`src/rtl/sram_rw_port_ctrl.sv`:
```
// Front-end for a single-port RW0 SRAM macro: serialises write/read requests onto the
// port, zero-sweeps the array after reset and returns read data through a 2-entry buffer.
module sram_rw_port_ctrl #(
  parameter int unsigned ADDR_W        = 1,
  parameter int unsigned DATA_W        = 96,
  parameter int unsigned MASK_W        = 2,
  parameter int unsigned INIT_ON_RESET = 1,
  parameter int unsigned WR_STARVE_MAX = 4
) (
  input  logic              clock,
  input  logic              reset,
  output logic              init_done,
  input  logic              wreq_valid,
  output logic              wreq_ready,
  input  logic [ADDR_W-1:0] wreq_addr,
  input  logic [MASK_W-1:0] wreq_mask,
  input  logic [DATA_W-1:0] wreq_data,
  input  logic              rreq_valid,
  output logic              rreq_ready,
  input  logic [ADDR_W-1:0] rreq_addr,
  output logic              rresp_valid,
  input  logic              rresp_ready,
  output logic [DATA_W-1:0] rresp_data,
  output logic              RW0_en,
  output logic              RW0_wmode,
  output logic [ADDR_W-1:0] RW0_addr,
  output logic [MASK_W-1:0] RW0_wmask,
  output logic [DATA_W-1:0] RW0_wdata,
  input  logic [DATA_W-1:0] RW0_rdata
);

  localparam int unsigned StarveW = $clog2(WR_STARVE_MAX + 1);

  typedef enum logic [0:0] {StInit, StRun} state_e;

  state_e              r_state;
  logic [ADDR_W-1:0]   r_init_cnt;
  logic                r_init_done;
  logic [StarveW-1:0]  r_starve;
  logic                r_inflight;
  logic [1:0]          r_count;
  logic                r_wptr;
  logic                r_rptr;
  logic [DATA_W-1:0]   r_buf [2];

  logic                w_run;
  logic                w_rd_elig;
  logic                w_starved;
  logic                w_wr_gnt;
  logic                w_rd_gnt;
  logic                w_push;
  logic                w_pop;
  logic                w_en;

  // Init sweep and run-state tracking
  always_ff @(posedge clock or negedge reset) begin
    if (!reset) begin
      r_state     <= (INIT_ON_RESET != 0) ? StInit : StRun;
      r_init_cnt  <= '0;
      r_init_done <= 1'b0;
    end else begin
      unique case (r_state)
        StInit: begin
          r_init_cnt <= r_init_cnt + ADDR_W'(1);
          if (&r_init_cnt) begin
            r_state     <= StRun;
            r_init_done <= 1'b1;
          end
        end
        StRun: r_init_done <= 1'b1;
        default: r_state <= StInit;
      endcase
    end
  end

  assign w_run = (r_state == StRun) && r_init_done;

  // Read credit counts the in-flight slot; a same-cycle pop does not free a slot.
  assign w_rd_elig = (r_count + {1'b0, r_inflight}) < 2'd2;
  assign w_starved = (r_starve == StarveW'(WR_STARVE_MAX)) && rreq_valid && w_rd_elig;
  assign w_wr_gnt  = w_run && wreq_valid && !w_starved;
  assign w_rd_gnt  = w_run && rreq_valid && w_rd_elig && !w_wr_gnt;

  assign wreq_ready = w_wr_gnt;
  assign rreq_ready = w_rd_gnt;
  assign init_done  = r_init_done;

  always_ff @(posedge clock or negedge reset) begin
    if (!reset) begin
      r_starve <= '0;
    end else if (!w_run || w_rd_gnt || !rreq_valid) begin
      r_starve <= '0;
    end else if (w_wr_gnt && w_rd_elig && (r_starve != StarveW'(WR_STARVE_MAX))) begin
      r_starve <= r_starve + StarveW'(1);
    end
  end

  // Macro returns data one cycle after the read command; capture it at the end of that cycle.
  assign w_push = r_inflight;
  assign w_pop  = (r_count != 2'd0) && rresp_ready;

  always_ff @(posedge clock or negedge reset) begin
    if (!reset) begin
      r_inflight <= 1'b0;
      r_count    <= 2'd0;
      r_wptr     <= 1'b0;
      r_rptr     <= 1'b0;
    end else begin
      r_inflight <= w_rd_gnt;
      if (w_push) r_wptr <= ~r_wptr;
      if (w_pop)  r_rptr <= ~r_rptr;
      unique case ({w_push, w_pop})
        2'b10:   r_count <= r_count + 2'd1;
        2'b01:   r_count <= r_count - 2'd1;
        default: r_count <= r_count;
      endcase
    end
  end

  always_ff @(posedge clock) begin
    if (w_push) r_buf[r_wptr] <= RW0_rdata;
  end

  assign rresp_valid = (r_count != 2'd0);
  assign rresp_data  = r_buf[r_rptr];

  always_comb begin
    w_en      = 1'b0;
    RW0_wmode = 1'b0;
    RW0_addr  = '0;
    RW0_wmask = '0;
    RW0_wdata = '0;
    if (r_state == StInit) begin
      w_en      = 1'b1;
      RW0_wmode = 1'b1;
      RW0_addr  = r_init_cnt;
      RW0_wmask = '1;
    end else if (w_wr_gnt) begin
      w_en      = 1'b1;
      RW0_wmode = 1'b1;
      RW0_addr  = wreq_addr;
      RW0_wmask = wreq_mask;
      RW0_wdata = wreq_data;
    end else if (w_rd_gnt) begin
      w_en      = 1'b1;
      RW0_addr  = rreq_addr;
    end
  end

  // The reset state is StInit, so the enable must also be held off while reset is low.
  assign RW0_en = w_en && reset;

  a_no_overflow: assert property (@(posedge clock) disable iff (!reset)
    !(w_push && !w_pop && (r_count == 2'd2)));

endmodule

```
`config.mk`:
```
export PLATFORM = sky130hd
export DESIGN_NAME = sram_rw_port_ctrl
export DESIGN_NICKNAME = d
export VERILOG_FILES = /design/src/rtl/sram_rw_port_ctrl.sv
export SDC_FILE = /design/constraint.sdc
export NUM_CORES = 1
export LEC_CHECK = 0
export ABC_CLOCK_PERIOD_IN_PS = 10310
export CELL_PAD_IN_SITES_DETAIL_PLACEMENT = 0
export CELL_PAD_IN_SITES_GLOBAL_PLACEMENT = 1
export CORE_AREA = 2 2 155 157
export CTS_BUF_LIST = sky130_fd_sc_hd__clkbuf_2 sky130_fd_sc_hd__clkbuf_4 sky130_fd_sc_hd__clkbuf_8
export CTS_CLUSTER_DIAMETER = 120
export CTS_CLUSTER_SIZE = 25
export DETAILED_ROUTE_END_ITERATION = 7
export DIE_AREA = 0 0 157 159
export DONT_BUFFER_PORTS = 1
export GPL_TIMING_DRIVEN = 0
export PLACE_DENSITY_LB_ADDON = 0.3
export SYNTH_ARGS = -nofsm -noshare
export SYNTH_HDL_FRONTEND = slang
export SYNTH_SLANG_ARGS = --single-unit
```
`constraint.sdc`:
```
create_clock -name clock -period 10.31 [get_ports clock]
set_input_delay 2.062 -clock clock [delete_from_list [all_inputs] [get_ports clock]]
set_output_delay 2.062 -clock clock [all_outputs]
set_load 0.05 [all_outputs]
```
* Word level (Yosys, flattened, before mapping)
Memories as Yosys holds them, arrays and structs flattened.
Index checks and enable logic that the tools add are counted.
** Storage, ports and cells
- Bits in registers :: 11
- Memory bits (writable) :: 192
- Input bits :: 201
- Output and inout port bits :: 201
- Word-level logic and storage cells :: 65
- Memories kept :: 1
** Memory list
- r_buf :: depth 2, width 96, read ports 1, clocked after Yosys merged registers in 0, wr ports 1, RTL line 44 : logic [DATA_W-1:0] r_buf [2];
** Cells by class
- Add/subtract/negate cells :: 5
- Magnitude comparators :: 1
- Equality and inequality tests :: 5
- Muxes and demuxes :: 21
- Bitwise logic cells :: 3
- Reduce and logical (&&, ||, !) cells :: 21
** Operator list (number)
- 96-bit two-way mux :: 2
- 1-bit two-way mux :: 13
- 1-bit logical AND :: 12
- 3-bit two-way mux :: 2
- 2-bit nonzero test :: 3
- 1-bit zero test :: 4
- 2-bit two-way mux :: 2
- 2-bit one-hot mux with 2 select lines :: 1
- 3-bit by 1-bit adder with 3-bit output, second input constant :: 1
- 3-bit == test, second input constant :: 1
- 3-bit != test, second input constant :: 1
- 1-bit NOT :: 3
- 2-bit by 1-bit adder with 2-bit output :: 1
- 2-bit by 1-bit adder with 2-bit output, second input constant :: 1
- 2-bit by 1-bit == test with 1-bit output, second input constant :: 1
- 2-bit == test, second input constant :: 1
- 1-bit logical OR :: 2
- 2-bit less-than comparator, second input constant :: 1
- 2-bit != test, second input constant :: 1
- 1-bit one-hot mux with 2 select lines :: 1
- 2-bit by 1-bit subtractor with 2-bit output, second input constant :: 1
- 1-bit adder, second input constant :: 1

* Longest topological paths before layout
Gate-level depths: netlist of the first run.
- Depth in word-level cells :: 11
- Mapped depth :: 8
- Mapped depth without buffers :: 6

* Worst setup path before layout of the first run
No wires, ideal clock.
- Kind :: input-to-output
- From :: in rreq_valid
- To :: out rreq_ready
- Arrival time :: 3.806 ns
- Required time :: 8.248 ns
- Slack :: 4.442 ns
- Stages on the path :: 5
- Path buffers :: 2
- Cells stage by stage :: and3_1 a31oi_2 buf_4 buf_6 nor3_1
** On the way
- Cells in the longest elaborated chain, start to end :: 6
- Elaborated cells between the ends (all ways) :: 8
- Classes of those cells :: reduce/logical (8)
** Ends and longest elaborated chain
- start, declared :: RTL line 18 : input logic rreq_valid,
- 1-bit logical AND (2 in series) :: RTL line 80 : assign w_starved = (r_starve == StarveW'(WR_STARVE_MAX)) && rreq_valid && w_rd_elig;
- 1-bit zero test :: RTL line 81 : assign w_wr_gnt = w_run && wreq_valid && !w_starved;
- 1-bit logical AND :: RTL line 81
- via wreq_ready :: RTL line 14 : output logic wreq_ready,
- 1-bit zero test :: RTL line 82 : assign w_rd_gnt = w_run && rreq_valid && w_rd_elig && !w_wr_gnt;
- 1-bit logical AND :: RTL line 82
- end, declared :: RTL line 19 : output logic rreq_ready,
The timed path passes the listed nets, and every way through them passes these cells.

* Worst setup path after layout of the first run
- From :: in rreq_valid
- To :: out RW0_addr
** On the way
- Cells in the longest elaborated chain, start to end :: 9
- Elaborated cells between the ends (all ways) :: 11
- Classes of those cells :: mux (3); reduce/logical (8)
** Ends and longest elaborated chain
- 1-bit logical AND (2 in series) :: RTL line 80
- 1-bit zero test :: RTL line 81
- 1-bit logical AND :: RTL line 81
- 1-bit zero test :: RTL line 82
- 1-bit logical AND :: RTL line 82
- 1-bit two-way mux :: RTL line 144 : end else if (w_rd_gnt) begin
- 1-bit two-way mux (*) :: RTL line 138 : end else if (w_wr_gnt) begin
- 1-bit two-way mux (*) :: RTL line 133 : if (r_state == StInit) begin
- end, declared :: RTL line 26 : output logic [ADDR_W-1:0] RW0_addr,
Every way passes the cells marked *; elsewhere a longest branch is shown, timed or not.

==> summary.txt, run 1 <==
Status
  – Status: finished, final reports clean

GRT
  – Grt ovf: 0
  – Largest net degree at the start of global routing: 69
  – Initial antenna violation count: 40
  – Total Routing Usage GR: between 20% and 30%
  – Vias in the first global route: about 4300
  – First-pass GRT wire length: 35400 um

Synth
  – Main synth FF type: edfxtp_1
  – EDFF count, synth: 192
  – Count of cell types in the netlist: 31
  – Post-Syn Area per Cell: about 17 sq um
  – Mapped Nets: between 600 and 700
  – XOR/XNOR Fraction of Synth Area: less than 1%
  – Proportion of synthesized area in mux cells: a little over an eighth
  – Post-synthesis sequential area ratio: between 70% and 80%
  – Synth Area in Adders: 0.458%
  – Yosys synthesis warning count: 0
  – Async SR Flop Fraction: about 5.4%
  – Yosys reg bits: ~200
  – Synth Area in Simple Gates: under 10%
  – Syn Inst Count: ~470
  – Post-Syn Area: ~8200 sq um
  – Compound-Gate Fraction of Synth Area: less than 1%
  – Main combinational cell family by area after synthesis: multiplexers

Routing
  – Final ANT Viol Nets: 0
  – Via density per instance: between 5 and 6
  – Routed WL: 27100 um
  – DR iter-0 viols: about 330
  – Routed vias: ~4200
  – Routed len/inst: ~33 um
  – Residual DRC: 0
  – DRT Pass-1 Iters: 4

Timing
  – Least-Margin Pin Slew: ~1.2 ns
  – Final Hold Vio Count: 0
  – Clock skew: 0.0347 ns
  – Total negative setup slack: 0 ns
  – Unrepaired setup endpoints after global routing: no
  – Tcrit/Tclk final: between 50% and 60%
  – Final Max Tran Viols: 0
  – Final Setup Violations: 0
  – Worst rel slew slack: between 20% and 30%
  – Fmax: 172 MHz
  – Final Critical Period: just under 6 ns

Final layout
  – Final Non-Filler Cells: roughly 830
  – Multi-input gate area: slightly above 2000 sq um
  – Reg area: ~6000 sq um
  – Nets: ~690
  – Fraction of layout cells with a size suffix above 1: a little under a third
  – P&R area growth vs syn: 9.58%
  – Post-layout util: roughly two fifths
  – FILL cells: between 2000 and 2500
  – Most frequent cells in the layout: edfxtp_1 (192), and2_1 (97), mux2_2 (96)
  – Most common cell after layout, fill and taps aside: edfxtp_1

Setup path
  – Max stage delay on crit path: 0.88 ns
  – Crit. End Element: primary output
  – Crit path DAT: ~3.8 ns
  – Critical path class: in -> out
  – CP required: about 8.3 ns
  – Startpoint class of the critical path: primary input
  – Critical-path top delay cell: a31oi_1
  – Crit path max fanout: 10
  – Family with the most delay on the worst path: compound AO/OA/AOI/OAI gates
  – Crit-path cells: and3_1, a31oi_2, buf_4, nand2_1, a31oi_1
  – RR Startpoint: r_starve[0]$_DFFE_PN0P_
  – Worst Setup SP: rreq_valid
  – Bufs and invs on worst path: 1

Clock network
  – Hold buffer count at cts: 0
  – Htree depth: 1
  – Clock sink count: around 200
  – Total CTS buffers: 12
  – Maximum root-to-sink buffer count: 3
  – Worst-Skew Late Latency: 0.52 ns
  – TritonCTS clock tree: built
  – Worst-path clk slew: between 0.1 and 0.15 ns
  – Setup Buffers After CTS: 0
  – Clk root buf: clkbuf_8
  – Cts repair resizes: 0

Power
  – Seq pwr share: about two fifths
  – P per Cell Area: around 270 nW/um^2
  – Clk pwr share: ~16%
  – Combinational share of power: between 40% and 50%
  – Final Power: about 2.5 mW
  – Psw: 1.09 mW
  – Pint: roughly 1.4 mW
  – Net Sw Frac: between 40% and 50%
  – Worst VDD drop: roughly 0.00015 V
  – P_leak: 2.93 nW

Place
  – Placed insts: about 800
  – DP HPWL: between 20000 and 25000 um
  – # port buffers: 0
  – Gpl congestion: 0.956

Die
  – Die span in x: approximately 160 um
  – Core outline area: 23200 sq um
  – I/O Pins: around 400
  – Die H: between 150 and 200 um
  – Die area: between 20000 and 25000 sq um
  – Floorplan row count: 56
  – Initial Utilization: 35.4%

Worst hold path
  – Hold Crit Class: reg -> reg
  – Hold path start: r_init_cnt$_DFFE_PN0N_

Job
  – Max cap viols: 0
flip-flops by register name, indices dropped and copies added, names as in the netlist:
signal      count
r_buf         192
r_starve        3
r_count         2
init_done       1
r_inflight      1
r_init_cnt      1
r_rptr          1
r_state         1
r_wptr          1
per-layer routing:
layer	up-vias	track usage (%)	routed length [um]
li1	1771	-	-
met1	2060	22.9	9180
met2	313	34.2	13000
met3	54	11.2	3940
met4	4	7.51	914
met5	-	0	26
cell type report:
class	instances	share of cell area (%)
Buffer	23	1.57
Timing Repair Buffer	4	1.06
Antenna cell	13	0.362
Sequential cell	203	67.2
Clock buffer	18	2.41
Clock inverter	2	0.306
Inverter	4	0.167
Tap cell	319	4.44
Multi-Input combinational cell	242	22.5
power by group through the flow:
stage | Sequential, mW | Combinational, mW | Clock, mW
after floorplan | 1.05 | 0.905 | 0
after global placement | 1.06 | 1.03 | 0
after detailed placement | 1.05 | 1.04 | 0
after CTS | 1.03 | 1.05 | 0.412
after global routing | 1.04 | 1.07 | 0.435
final | 1.03 | 1.03 | 0.397
cell usage after synthesis, types with 2 or more instances:
library cell  count  area [sq um]
or3_1             3          18.8
inv_1             4          15.0
nand3_1           3          15.0
and3_1            3          18.8
dfrtp_1          11           275
nor2_1            6          22.5
nand4_1           2          12.5
and2_1           98           613
ha_1              3          37.5
buf_4             9          67.6
mux2_2           96          1080
nand2_1           8          30.0
edfxtp_1        192          5770
a21oi_1           2          10.0
xor2_1            3          26.3
clkbuf_1          2          7.51
xnor2_1           3          26.3
buf_2            11          55.1
worst reg2reg max path, cell delays in order, from the launching register on:
cell,delay [ns]
dfrtp_1,0.44
inv_1,0.07
ha_1,0.16
and3_1,0.20
a31oi_2,0.15
buf_4,0.22
buf_6,0.20
nor3_2,0.75
path summary, 6_finish.rpt:
check | endpoint | slack [ns] | cells after the start
worst max-delay path | RW0_addr | 4.48 | 5
worst min-delay path | r_init_cnt$_DFFE_PN0N_ | 0.51 | 1
worst max register to register | r_inflight$_DFF_PN0_ | 7.91 | 7
worst min register to register | r_init_cnt$_DFFE_PN0N_ | 0.51 | 1
max in group asynchronous | r_init_cnt$_DFFE_PN0N_ | 8.99 | 0
min in group asynchronous | r_wptr$_DFFE_PN0P_ | 1.21 | 0
per-stage QoR:
| stage | hold WS [ns] | setup WS, ns | instance area (sq um) |
|---|---|---|---|
| 5_1_grt | 0.533 | 4.43 | 8970 |
| 4_1_cts | 0.507 | 4.47 | 8960 |
| 3_5_place_dp | 0.485 | 4.49 | 8710 |
| 2_1_floorplan | 0.452 | 4.44 | 8200 |
| 3_3_place_gp | 0.470 | 3.05 | 8600 |
| 6_report | 0.508 | 4.48 | 8990 |
logic make-up (layout without fill, tap and decap cells):
logic type               Yosys count  in the layout
AO/OA/AOI/OAI                      8              8
XOR/XNOR                           6              6
adder cells (fa/ha/maj)            3              3
buffers and inverters             27             51
flip-flops                       203            203
multiplexers                      97             97
other                              0             13
AND/OR/NAND/NOR                  128            128
No activity file was read; power rests on OpenSTA's default activity.
==> inputs of run 2 (changes only) <==
ABC_CLOCK_PERIOD_IN_PS = 5350   (was 10310)
CORE_AREA = 2 2 157 159   (was 2 2 155 157)
DIE_AREA = 0 0 159 161   (was 0 0 157 159)
clock period = 5.35 ns   (was 10.31 ns; I/O delays follow)
==> run 2 against run 1 <==
  * Clock skew is essentially flat
  * Wire length shrank 5.6%
  * Non-clock buffer count is the same
  * Worst setup slack lost 3.2 ns
  * Clock power grew 82%
  * Die area grew 2.5%
  * Cell area is essentially flat
  * Combinational power grew 93%
  * Utilization shrank 1.3 points
  * Critical path type is now reg -> out
  * Highest routed layer is now met4
==> summary.txt, run 2 (synthesis results as in run 1) <==
Worst hold path
  – Hold Crit Class: in -> async (was reg -> reg)

Routing
  – Via density per instance: 5.07 (about the same)
  – Routed vias: 4189 (was 4202)
  – DRT Pass-1 Iters: 4 (unchanged)
  – DR iter-0 viols: 230 (was 332)
  – Residual DRC: 0 (unchanged)
  – Routed len/inst: 30.9 um (was 32.7 um)
  – Final ANT Viol Nets: 0 (unchanged)
  – Routed WL: 25600 um (was 27100 um)

Final layout
  – Final Non-Filler Cells: 827 (was 828)
  – Most frequent cells in the layout: edfxtp_1 (192), and2_1 (97), mux2_2 (96) (unchanged)
  – Max reg flops: 192 (unchanged)
  – Nets: 694 (unchanged)
  – Fraction of layout cells with a size suffix above 1: 29.8% (was 30.0%)
  – Biggest register: r_buf (unchanged)
  – Most common cell after layout, fill and taps aside: edfxtp_1 (unchanged)
  – Leading registers by flop count: r_buf x192, r_starve x3, r_count x2 (unchanged)
  – P&R area growth vs syn: 9.50% (was 9.58%)

GRT
  – Routing usage on met1: 21.7% (was 22.9%)
  – GR Layer Usage met2: 32.8% (was 34.2%)
  – Grt ovf: 0 (unchanged)
  – Total Routing Usage GR: 19.0% (was 20.9%)
  – Gr busiest metal: met2 (unchanged)
  – Initial antenna violation count: 28 (was 40)
  – Largest net degree at the start of global routing: 68 (was 69)
  – Vias in the first global route: 4312 (was 4250)
  – First-pass GRT wire length: 34200 um (was 35400 um)
  – Met3 Use GR: 7.68% (was 11.2%)

Power
  – Combinational share of power: 42.4% (was 42.0%)
  – Worst VDD drop: 0.000418 V (was 0.000152 V)
  – P per Cell Area: 523 nW/um^2 (was 274 nW/um^2)
  – Seq pwr share: 42.3% (was 41.9%)
  – Pint: 2.62 mW (was 1.37 mW)
  – Psw: 2.08 mW (was 1.09 mW)
  – Clk pwr share: 15.4% (was 16.1%)
  – Net Sw Frac: 44.3% (was 44.4%)
  – P_leak: 2.93 nW (about the same)

Clock network
  – Cts repair resizes: 0 (unchanged)
  – Maximum root-to-sink buffer count: 3 (unchanged)
  – Setup Buffers After CTS: 0 (unchanged)
  – Htree depth: 1 (unchanged)
  – Total CTS buffers: 12 (unchanged)
  – Worst-Skew Late Latency: 0.51 ns (was 0.52 ns)
  – Hold buffer count at cts: 0 (unchanged)
  – TritonCTS clock tree: built (unchanged)
  – Worst-path clk slew: 0.14 ns (was 0.12 ns)
  – Clk root buf: clkbuf_8 (unchanged)
  – Clock sink count: 203 (unchanged)

Die
  – Core outline area: 24000 sq um (was 23200 sq um)
  – Floorplan row count: 57 (was 56)
  – Initial Utilization: 34.2% (was 35.4%)
  – Die H: 161 um (was 159 um)
  – Die span in x: 159 um (was 157 um)
  – I/O Pins: 402 (unchanged)
  – Die area: 25600 sq um (was 25000 sq um)

Timing
  – Least-Margin Pin Slew: 1.19 ns (was 1.18 ns)
  – Clock skew: 0.0343 ns (was 0.0347 ns)
  – Total negative setup slack: 0 ns (unchanged)
  – Final Setup Violations: 0 (unchanged)
  – Unrepaired setup endpoints after global routing: no (unchanged)
  – Worst rel slew slack: 20.0% (was 20.7%)
  – Fmax: roughly 250 MHz
  – Fin worst setup slack: 1.32 ns (was 4.48 ns)
  – Final Critical Period: between 4 and 5 ns
  – Final Hold Vio Count: 0 (unchanged)
  – Final Max Tran Viols: 0 (unchanged)
  – Tcrit/Tclk final: 75.4%

Setup path
  – Critical path class: reg -> out (was in -> out)
  – CP required: 4.28 ns (was 8.25 ns)
  – Crit path max fanout: 10 (unchanged)
  – Startpoint class of the critical path: flop (was primary input)
  – Crit. End Element: primary output (unchanged)
  – Crit path DAT: 2.96 ns (was 3.77 ns)

Place
  – Placed insts: 800 (was 795)
  – DP HPWL: 21100 um (was 21800 um)
  – # port buffers: 0 (unchanged)
  – Gpl congestion: 0.967 (was 0.956)
  – Pre-CTS setup slack: 1.61 ns (was 4.49 ns)

Status
  – Status: finished, final reports clean (unchanged)

Job
  – Max cap viols: 0 (unchanged)
==> run 2: power by group through the flow <==
stage                     sequential [mW]  clock (mW)  combinational [mW]
after floorplan                      2.03           0                1.74
after global placement               2.05           0                1.97
after detailed placement             2.02           0                2.01
after CTS                            1.99       0.757                2.02
after global routing                 2.00       0.796                2.06
final                                1.99       0.722                1.99
==> run 2: per-stage QoR <==
stage | area [sq um] | utilization [%] | hold slack [ns] | power (mW)
floorplan | 8200 | - | 0.452 | 3.77
global placement | 8610 | 35.9 | 0.466 | 4.02
detailed placement | 8730 | 36.4 | 0.472 | 4.04
CTS | 8960 | 37.4 | 0.185 | 4.76
global route | 8960 | 37.4 | 0.178 | 4.86
finish | 8980 | 37.5 | 0.222 | 4.70
==> run 2: final cells by class <==
class                   instances  area (sq um)
clock inverters                 2          38.8
inverters                       4          15.0
repair buffers                  4           103
multi-input cells             242          2020
plain buffers                  23           141
flip-flops and latches        203          6040
diodes                          9          22.5
well taps                     324           405
clock buffers                  16           195
fillers                      2244         15000
==> run 2: worst paths after layout <==
| check | cells after the start | from | to | slack [ns] |
|---|---|---|---|---|
| worst min-delay path | 0 | reset | r_init_cnt$_DFFE_PN0N_ | 0.22 |
| worst max register to register | 7 | r_starve[0]$_DFFE_PN0P_ | r_inflight$_DFF_PN0_ | 3.02 |
| max in group asynchronous | 0 | reset | r_wptr$_DFFE_PN0P_ | 5.06 |
| worst max-delay path | 5 | init_done$_DFFE_PN0P_ | RW0_addr | 1.32 |
| min in group clock | 1 | r_init_cnt$_DFFE_PN0N_ | r_init_cnt$_DFFE_PN0N_ | 0.50 |
| worst min register to register | 1 | r_init_cnt$_DFFE_PN0N_ | r_init_cnt$_DFFE_PN0N_ | 0.50 |
==> run 2: layer usage <==
metal / wire length [um] / vias up
met5: 0 / -
met4: 922 / 0
met3: 3310 / 50
met2: 12500 / 307
met1: 8820 / 2064
li1: - / 1768
==> run 2: critical path, cell delays in order (launching register included) <==
cell and delay [ns]:
dfrtp_1 0.79, nand3_1 0.23, a31oi_2 0.25, buf_4 0.24
nand2_1 0.07, a31oi_1 0.88
